`config.mk`:
```
export PLATFORM = sky130hd
export DESIGN_NAME = key_entry_decoder
export DESIGN_NICKNAME = d
export VERILOG_FILES = /design/src/rtl/key_entry_decoder.sv
export SDC_FILE = /design/constraint.sdc
export NUM_CORES = 1
export LEC_CHECK = 0
export ABC_AREA = 1
export CAP_MARGIN = 20
export CELL_PAD_IN_SITES_DETAIL_PLACEMENT = 2
export CELL_PAD_IN_SITES_GLOBAL_PLACEMENT = 2
export CORE_MARGIN = 1.5
export CORE_UTILIZATION = 33
export CTS_BUF_LIST = sky130_fd_sc_hd__clkbuf_4
export CTS_CLUSTER_SIZE = 25
export DETAILED_ROUTE_END_ITERATION = 16
export GPL_TIMING_DRIVEN = 0
export PLACE_DENSITY = 0.88
export SLEW_MARGIN = 20
export SYNTH_ARGS = -nofsm -noshare
export SYNTH_HDL_FRONTEND = slang
export SYNTH_SLANG_ARGS = --single-unit
```
`constraint.sdc`:
```
create_clock -name CLOCK_50 -period 1.7 [get_ports CLOCK_50]
set_clock_uncertainty 0.1 [all_clocks]
set_input_delay 0.34 -clock CLOCK_50 [delete_from_list [all_inputs] [get_ports CLOCK_50]]
set_output_delay 0.34 -clock CLOCK_50 [all_outputs]
set_load 0.01 [all_outputs]
```
`src/rtl/key_entry_decoder.sv`:
```
// key_entry_decoder
// Turns the active-low board push buttons (KEY) and the commit-mode switch
// (SW[0]) into barcode entry events: each key is synchronised, debounced and
// falling-edge detected, and the resulting press events drive a small FSM
// that assembles a 4-digit BCD barcode and issues a one-cycle commit pulse.
//
// state | meaning
// ------+-------------------------------------------------
// EMPTY | no digits held since the last commit or reset
// ENTRY | 1..3 digits held, more digits accepted
// FULL  | 4 digits held, only a commit is accepted

module key_entry_decoder #(
  parameter int DEBOUNCE_CYCLES = 4
) (
  input  logic        CLOCK_50,
  input  logic        RESET,
  input  logic [3:0]  KEY,
  input  logic [2:0]  SW,
  output logic [15:0] BARCODE,
  output logic [2:0]  DIGIT_COUNT,
  output logic        DIGIT_STROBE,
  output logic        BARCODE_VALID,
  output logic        ENTRY_ERROR
);

  // Counter is sized to hold DEBOUNCE_CYCLES; it clears on the edge where the
  // DEBOUNCE_CYCLES-th differing sample is seen, so it never wraps.
  localparam int CNT_W = $clog2(DEBOUNCE_CYCLES + 1);
  localparam logic [CNT_W-1:0] CNT_LAST = CNT_W'(DEBOUNCE_CYCLES - 1);

  typedef enum logic [1:0] {
    EMPTY = 2'd0,
    ENTRY = 2'd1,
    FULL  = 2'd2
  } state_t;

  logic [3:0] key_s1;
  logic [3:0] key_s2;
  logic [3:0] key_deb;
  logic [3:0] key_deb_d;
  logic [3:0] press;
  logic       sw_s1;
  logic       sw_s2;

  // SW[2:1] have no function in this block.
  logic unused_sw;
  assign unused_sw = ^SW[2:1];

  // Two-flop synchronisers; keys reset to released (1), commit mode to off.
  always_ff @(posedge CLOCK_50) begin
    if (RESET) begin
      key_s1 <= 4'hF;
      key_s2 <= 4'hF;
      sw_s1  <= 1'b0;
      sw_s2  <= 1'b0;
    end else begin
      key_s1 <= KEY;
      key_s2 <= key_s1;
      sw_s1  <= SW[0];
      sw_s2  <= sw_s1;
    end
  end

  for (genvar g = 0; g < 4; g++) begin : g_deb
    logic             deb_q;
    logic [CNT_W-1:0] cnt_q;

    // Accept the synchronised level once it has differed from the debounced
    // level for DEBOUNCE_CYCLES consecutive samples; any agreement restarts.
    always_ff @(posedge CLOCK_50) begin
      if (RESET) begin
        deb_q <= 1'b1;
        cnt_q <= '0;
      end else if (key_s2[g] == deb_q) begin
        cnt_q <= '0;
      end else if (cnt_q == CNT_LAST) begin
        deb_q <= key_s2[g];
        cnt_q <= '0;
      end else begin
        cnt_q <= cnt_q + 1'b1;
      end
    end

    assign key_deb[g] = deb_q;
  end

  // Delayed copy of the debounced levels for falling-edge detection.
  always_ff @(posedge CLOCK_50) begin
    if (RESET) begin
      key_deb_d <= 4'hF;
    end else begin
      key_deb_d <= key_deb;
    end
  end

  // Press = debounced 1->0; releases are not events.
  assign press = key_deb_d & ~key_deb;

  logic       multi_press;
  logic       is_digit;
  logic       is_commit;
  logic [3:0] digit;

  // Event decode: KEY[3..1] are digits 1..3, KEY[0] is digit 4 or commit.
  always_comb begin
    multi_press = 1'b0;
    is_digit    = 1'b0;
    is_commit   = 1'b0;
    digit       = 4'd0;
    case (press)
      4'b0000: ;
      4'b1000: begin is_digit = 1'b1; digit = 4'd1; end
      4'b0100: begin is_digit = 1'b1; digit = 4'd2; end
      4'b0010: begin is_digit = 1'b1; digit = 4'd3; end
      4'b0001: begin
        if (sw_s2) begin
          is_commit = 1'b1;
        end else begin
          is_digit = 1'b1;
          digit    = 4'd4;
        end
      end
      default: multi_press = 1'b1;
    endcase
  end

  state_t      state_q, state_n;
  logic [15:0] barcode_q, barcode_n;
  logic [2:0]  count_q, count_n;
  logic        strobe_q, strobe_n;
  logic        valid_q, valid_n;
  logic        error_q, error_n;

  // FSM state and registered outputs.
  always_ff @(posedge CLOCK_50) begin
    if (RESET) begin
      state_q   <= EMPTY;
      barcode_q <= 16'h0000;
      count_q   <= 3'd0;
      strobe_q  <= 1'b0;
      valid_q   <= 1'b0;
      error_q   <= 1'b0;
    end else begin
      state_q   <= state_n;
      barcode_q <= barcode_n;
      count_q   <= count_n;
      strobe_q  <= strobe_n;
      valid_q   <= valid_n;
      error_q   <= error_n;
    end
  end

  // Next-state and output decode; each branch raises at most one pulse.
  always_comb begin
    state_n   = state_q;
    barcode_n = barcode_q;
    count_n   = count_q;
    strobe_n  = 1'b0;
    valid_n   = 1'b0;
    error_n   = 1'b0;
    if (multi_press) begin
      error_n = 1'b1;
    end else if (is_digit) begin
      case (state_q)
        EMPTY: begin
          barcode_n = {12'h000, digit};
          count_n   = 3'd1;
          strobe_n  = 1'b1;
          state_n   = ENTRY;
        end
        ENTRY: begin
          barcode_n = {barcode_q[11:0], digit};
          count_n   = count_q + 3'd1;
          strobe_n  = 1'b1;
          if (count_q == 3'd3) begin
            state_n = FULL;
          end
        end
        default: begin
          error_n = 1'b1;
        end
      endcase
    end else if (is_commit) begin
      if (state_q == FULL) begin
        valid_n = 1'b1;
        count_n = 3'd0;
        state_n = EMPTY;
      end else begin
        error_n = 1'b1;
      end
    end
  end

  assign BARCODE       = barcode_q;
  assign DIGIT_COUNT   = count_q;
  assign DIGIT_STROBE  = strobe_q;
  assign BARCODE_VALID = valid_q;
  assign ENTRY_ERROR   = error_q;

endmodule
```
# Word level (Yosys, flattened, before mapping)
# Cells that the tools add are included.
word_totals:
  reg_bits: 54
  in_bits: 9
  elab_cells: 94
op_classes:
  add_sub_neg: 5
  n_eq_ne: 17
  mux: 23
  bitwise: 9
  n_reduce_logical: 21
ops:
  columns: ["operator", "n"]
  rows:
  - ["16-bit case mux with 2 select lines", 1]
  - ["3-bit OR reduction", 6]
  - ["3-bit by 1-bit adder with 3-bit output (second input constant)", 5]
  - ["3-bit by 2-bit == test with 1-bit output (second input constant)", 5]
  - ["3-bit two-way mux", 4]
  - ["3-bit case mux with 4 select lines", 1]
  - ["1-bit two-way mux", 10]
  - ["2-bit two-way mux", 4]
  - ["2-bit AND reduction", 4]
  - ["1-bit NOT", 7]
  - ["3-bit case mux with 2 select lines", 1]
  - ["2-bit nonzero test", 3]
  - ["5-bit AND reduction", 1]
  - ["5-bit OR reduction", 1]
  - ["4-bit AND", 1]
  - ["1-bit == test", 4]
  - ["4-bit by 1-bit == test with 1-bit output (second input constant)", 1]
  - ["4-bit by 2-bit == test with 1-bit output (second input constant)", 1]
  - ["4-bit by 3-bit == test with 1-bit output (second input constant)", 1]
  - ["4-bit == test (second input constant)", 1]
  - ["4-bit logical NOT", 1]
  - ["4-bit NOT", 1]
  - ["2-bit case mux with 2 select lines", 1]
  - ["4-bit AND reduction", 1]
  - ["9 further kinds", 9]

# Logic depth before layout (Yosys ltp)
logic_depth:
  word_depth: 7
  depth_mapped: 12
  mapped_depth_nobuf: 12

# Least setup slack after synthesis
# No wires, ideal clock.
synth_path:
  kind: "flip-flop to flip-flop"
  startpoint: "register g_deb[1].deb_q"
  endpoint: "register barcode_q[8] (netlist: BARCODE[8])"
  t_arrival_ns: 1.206
  required_ns: 1.487
  path_slack_ns: 0.281
  stages_incl_launch_ff: 12
  path_buffers: 1
  cell_sequence: "dfxtp_1 > inv_2 > nand2_4 > nand2_1 > inv_1 > nand2_1 > nand3_2 > nor2_4 > nor2_4 > buf_6 > o21ai_1 > inv_1"
synth_via:
  elab_chain_len: 6
  elab_cells_between_ends: 11
  cone_classes: "4 x eq/ne; 1 x mux; 2 x bitwise; 4 x reduce/logical"
synth_lines:
  columns: ["item", "line_no", "text"]
  rows:
  - ["start, declared", "66", "logic deb_q;"]
  - ["start signal, assigned", "78", "deb_q <= key_s2[g];"]
  - ["4-bit NOT *", "98", "assign press = key_deb_d & ~key_deb;"]
  - ["4-bit AND *", "98", null]
  - ["4-bit by 2-bit == test with 1-bit output (tied with other cells)", "111", "case (press)"]
  - ["3-bit OR reduction (no line)", null, null]
  - ["1-bit case mux with 2 select lines", "111", null]
  - ["3-bit AND reduction (no line) *", null, null]
  - ["end signal, assigned", "146", "barcode_q <= barcode_n;"]
  - ["end, declared", "129", "logic [15:0] barcode_q, barcode_n;"]
# Every way passes the cells marked *; elsewhere a longest branch is shown, timed or not.
# A chain may end at the register's enable or synchronous reset.

# Worst setup path after layout
layout_path:
  startpoint: "register valid_q (netlist: BARCODE_VALID)"
  endpoint: "output port BARCODE_VALID"
layout_rtl:
  columns: ["item", "line_no", "text"]
  rows:
  - ["start, declared", "132", "logic valid_q, valid_n;"]
  - ["start signal, assigned", "149", "valid_q <= valid_n;"]
  - ["end, declared", "23", "output logic BARCODE_VALID,"]
# No word-level cell between the ends.

==> key figures <==
Layout
  – Fraction of layout cells with a size suffix above 1: 32.3%
  – Footprint of the multi-input gates: 1040 µm²
  – Area grow syn2layout: 30.9%
  – Sequential Area: 1020 µm²
  – Fill cells: 654
  – Nets: 309

STA
  – Final hold vios: 0
  – Worst slew pin tran: 0.643 ns
  – Slew margin rel.: 57.2%
  – Final Slew Violations: 0
  – Fmax: 591 MHz
  – Fin crit share: 99.6%
  – Setup TNS: 0 ns
  – Min Tclk post-route: 1.69 ns
  – Final setup vio count: 0

Floorplan
  – IO Pins: 31
  – Die X-Extent: 82.4 µm
  – Core Rows: 28
  – DIE HEIGHT: 82.4 µm
  – Initial Utilization: 34.8%
  – Core Footprint: 5990 µm²
  – Die area: 6790 µm²

Synthesis
  – EDFF count, synth: 0
  – Mux contribution to synthesized area: 0%
  – Mapped cell area: 2080 µm²
  – Yosys top cell area share: 48.1%
  – Compound-gate portion of the synthesized area: 10.5%
  – Ranking of synthesized cells by area: dfxtp_1 (48%), nor2_1 (6.1%), ha_1 (6.0%)
  – Ys async rst share: 0%
  – Post-synthesis adder-cell area fraction: 6.01%
  – Area share of and/or/nand/nor cells after synthesis: 26.0%
  – Seq/Total Area, Yosys: 48.1%
  – Yosys warning count: 0
  – Post-synthesis xor/xnor area fraction: 0%
  – Synth Register Bits: 50
  – Cells after Synth: 247
  – Post-Syn Area per Cell: 8.43 µm²
  – Post-synth top flop: dfxtp_1
  – Largest area contributor in the netlist: dfxtp_1
  – Yosys cell types: 29
  – Largest family of logic cells by synthesized area: simple AND/OR/NAND/NOR gates

GRT
  – GRT Total Usage: 18.1%
  – Vias in the first global route: 1898
  – Largest net degree at the start of global routing: 17
  – Initial antenna violation count: 1
  – First-pass GRT wire length: 9.03 mm
  – Congestion Overflow GR: 0

Outcome
  – Status: completed

Worst setup path
  – Buf/Inv on CP: 1
  – Crit-path leading delay family: buffers and inverters
  – Worst path slowest cell: clkdlybuf4s50_1
  – Critical Path Start: BARCODE_VALID
  – WS Path Type: register to output pin
  – CP peak stage delay: 0.52 ns
  – Startpoint Class: register
  – Reg2reg start: g_deb[2].deb_q
  – CP max FO: 1
  – Crit path DAT: 1.25 ns
  – WP data required: 1.26 ns
  – Worst setup EP type: output pin
  – CP cell instances: clkdlybuf4s50_1

Placement
  – Final RePlAce weighted congestion: 0.701
  – Dpl hpwl: 3.94 mm
  – PortBufs: 23

Pwr
  – Clock power frac: 36.6%
  – Sequential share of power: 59.4%
  – Cell Int Power: 1.53 mW
  – NetSw: 474 µW
  – Leakage: 1.26 nW
  – Switch share: 23.6%
  – Peak supply drop: 0.545 mV
  – Total power: 2.01 mW
  – Logic gate share of total power: 4.0%
  – PD cells: 736 nW/µm²

CTS
  – CTS Root Cell: clkbuf_4
  – Inserted Clock Buffers: 5
  – Worst-path clk slew: 0.16 ns
  – CTS Hold Bufs: 0
  – H-tree levels: 2
  – CTS sink cnt: 50
  – Worst skew pair latency: 0.39 ns
  – CTS tree: done
  – CTS max path bufs: 2

Routing
  – First-pass DRT Iterations: 3
  – Via density: 4.95
  – Post-route ant nets: 0
  – Final wirelength: 6.42 mm
  – Detailed Route Iter0 Violations: 27
  – Post-route DRC: 0
  – Vias: 1815
  – Per-cell routed wire length: 17.5 µm

Min path
  – Hold Startpoint: g_deb[2].cnt_q[0]
  – HP Class: register to register

Flow run
  – Number of max-cap violations: 0
## cells in the mapped netlist, types with 3 or more instances
library cell / count
a21oi_1: 14
buf_4: 4
clkbuf_1: 3
dfxtp_1: 50
ha_1: 10
inv_1: 27
inv_2: 6
nand2_1: 33
nand2_2: 5
nand2_4: 4
nand3_1: 13
nor2_1: 34
nor2_4: 4
o211ai_1: 4
o21ai_0: 12
o21ai_1: 3
or2_2: 8
## cell usage in the layout (no fill, tap or decap), types with 10 or more instances in the layout
master / count
dfxtp_1: 35
nor2_1: 28
nand2_1: 26
inv_1: 25
dlygate4sd2_1: 15
buf_4: 14
dfxtp_2: 13
a21oi_1: 13
nand3_1: 12
ha_1: 10
## metal layers
layer	up-vias	wire length, µm	GRT usage [%]	part of all wire, %
met1	914	2650	20.8	41
met4	0	144	5.08	2.2
met5	-	0	0	0
met2	27	3470	33.7	54
li1	860	-	-	-
met3	14	156	3.52	2.4
## worst register-to-register path, stage by stage, from the launching register on
cell     delay (ns)
dfxtp_2        0.38
inv_2          0.06
nand2_4        0.10
inv_1          0.07
nor2_2         0.14
nand2_4        0.09
inv_1          0.12
nor2_4         0.06
nand2_8        0.13
nand2_8        0.09
o21ai_0        0.21
nor2_1         0.06
## area by class of cell
cell class,count,area share (%)
clock buffers,5,1.38
multi-input cells,157,38.0
flip-flops and latches,50,37.6
repair buffers,33,10.7
diodes,1,0.0918
inverters,34,4.86
well taps,75,3.44
plain buffers,9,2.34
clock inverters,3,1.61
## worst paths after layout
kind,endpoint,slack [ns],cells after the start
setup reg to reg,BARCODE[2],0.007,11
hold / removal,g_deb[2].cnt_q[0],0.33,1
hold reg to reg,g_deb[2].cnt_q[0],0.33,1
setup / recovery,BARCODE_VALID,0.007,1
## state kept, by name, summed over array words and instances (netlist names)
signal         count
BARCODE           12
g_deb.cnt_q       12
g_deb.deb_q        4
key_deb_d          4
key_s1             4
key_s2             4
DIGIT_COUNT        3
state_q            2
BARCODE_VALID      1
DIGIT_STROBE       1
ENTRY_ERROR        1
sw_s1              1
sw_s2              1
## logic make-up after synthesis
kind of cell               Yosys count
buffers and inverters               43
adders and majority gates           10
AOI/OAI and AO/OA                   37
and+or+nand+nor                    106
DFF                                 50
other                                1
## metrics by stage
stage,std cells,area [µm²],util (%),setup slack (ns),hold slack (ns)
after floorplan,250,2090,-,0.281,0.288
after global placement,348,2420,40.4,-0.0839,0.295
after detailed placement,348,2420,40.4,-0.201,0.298
after CTS,357,2510,41.9,-0.0291,0.335
after global routing,367,2730,45.5,-0.0805,0.352
final,367,2730,45.5,0.00688,0.332
## power groups by stage
stage	Clock, mW	Sequential (mW)	Combinational [mW]
finish	0.734	1.19	0.0801
global route	0.804	1.19	0.0891
CTS	0.735	1.19	0.0778
detailed placement	0	1.22	0.0769
global placement	0	1.22	0.0733
floorplan	0	1.22	0.0487
## repair_timing
action | CTS | global route
pin swaps | 3 | 13
buffers inserted | 1 | 9
cloned | 0 | 0
endpoints found under the setup margin | 23 | 19
gates resized for setup | 32 | 41
Power figures use the tool's default switching activity.
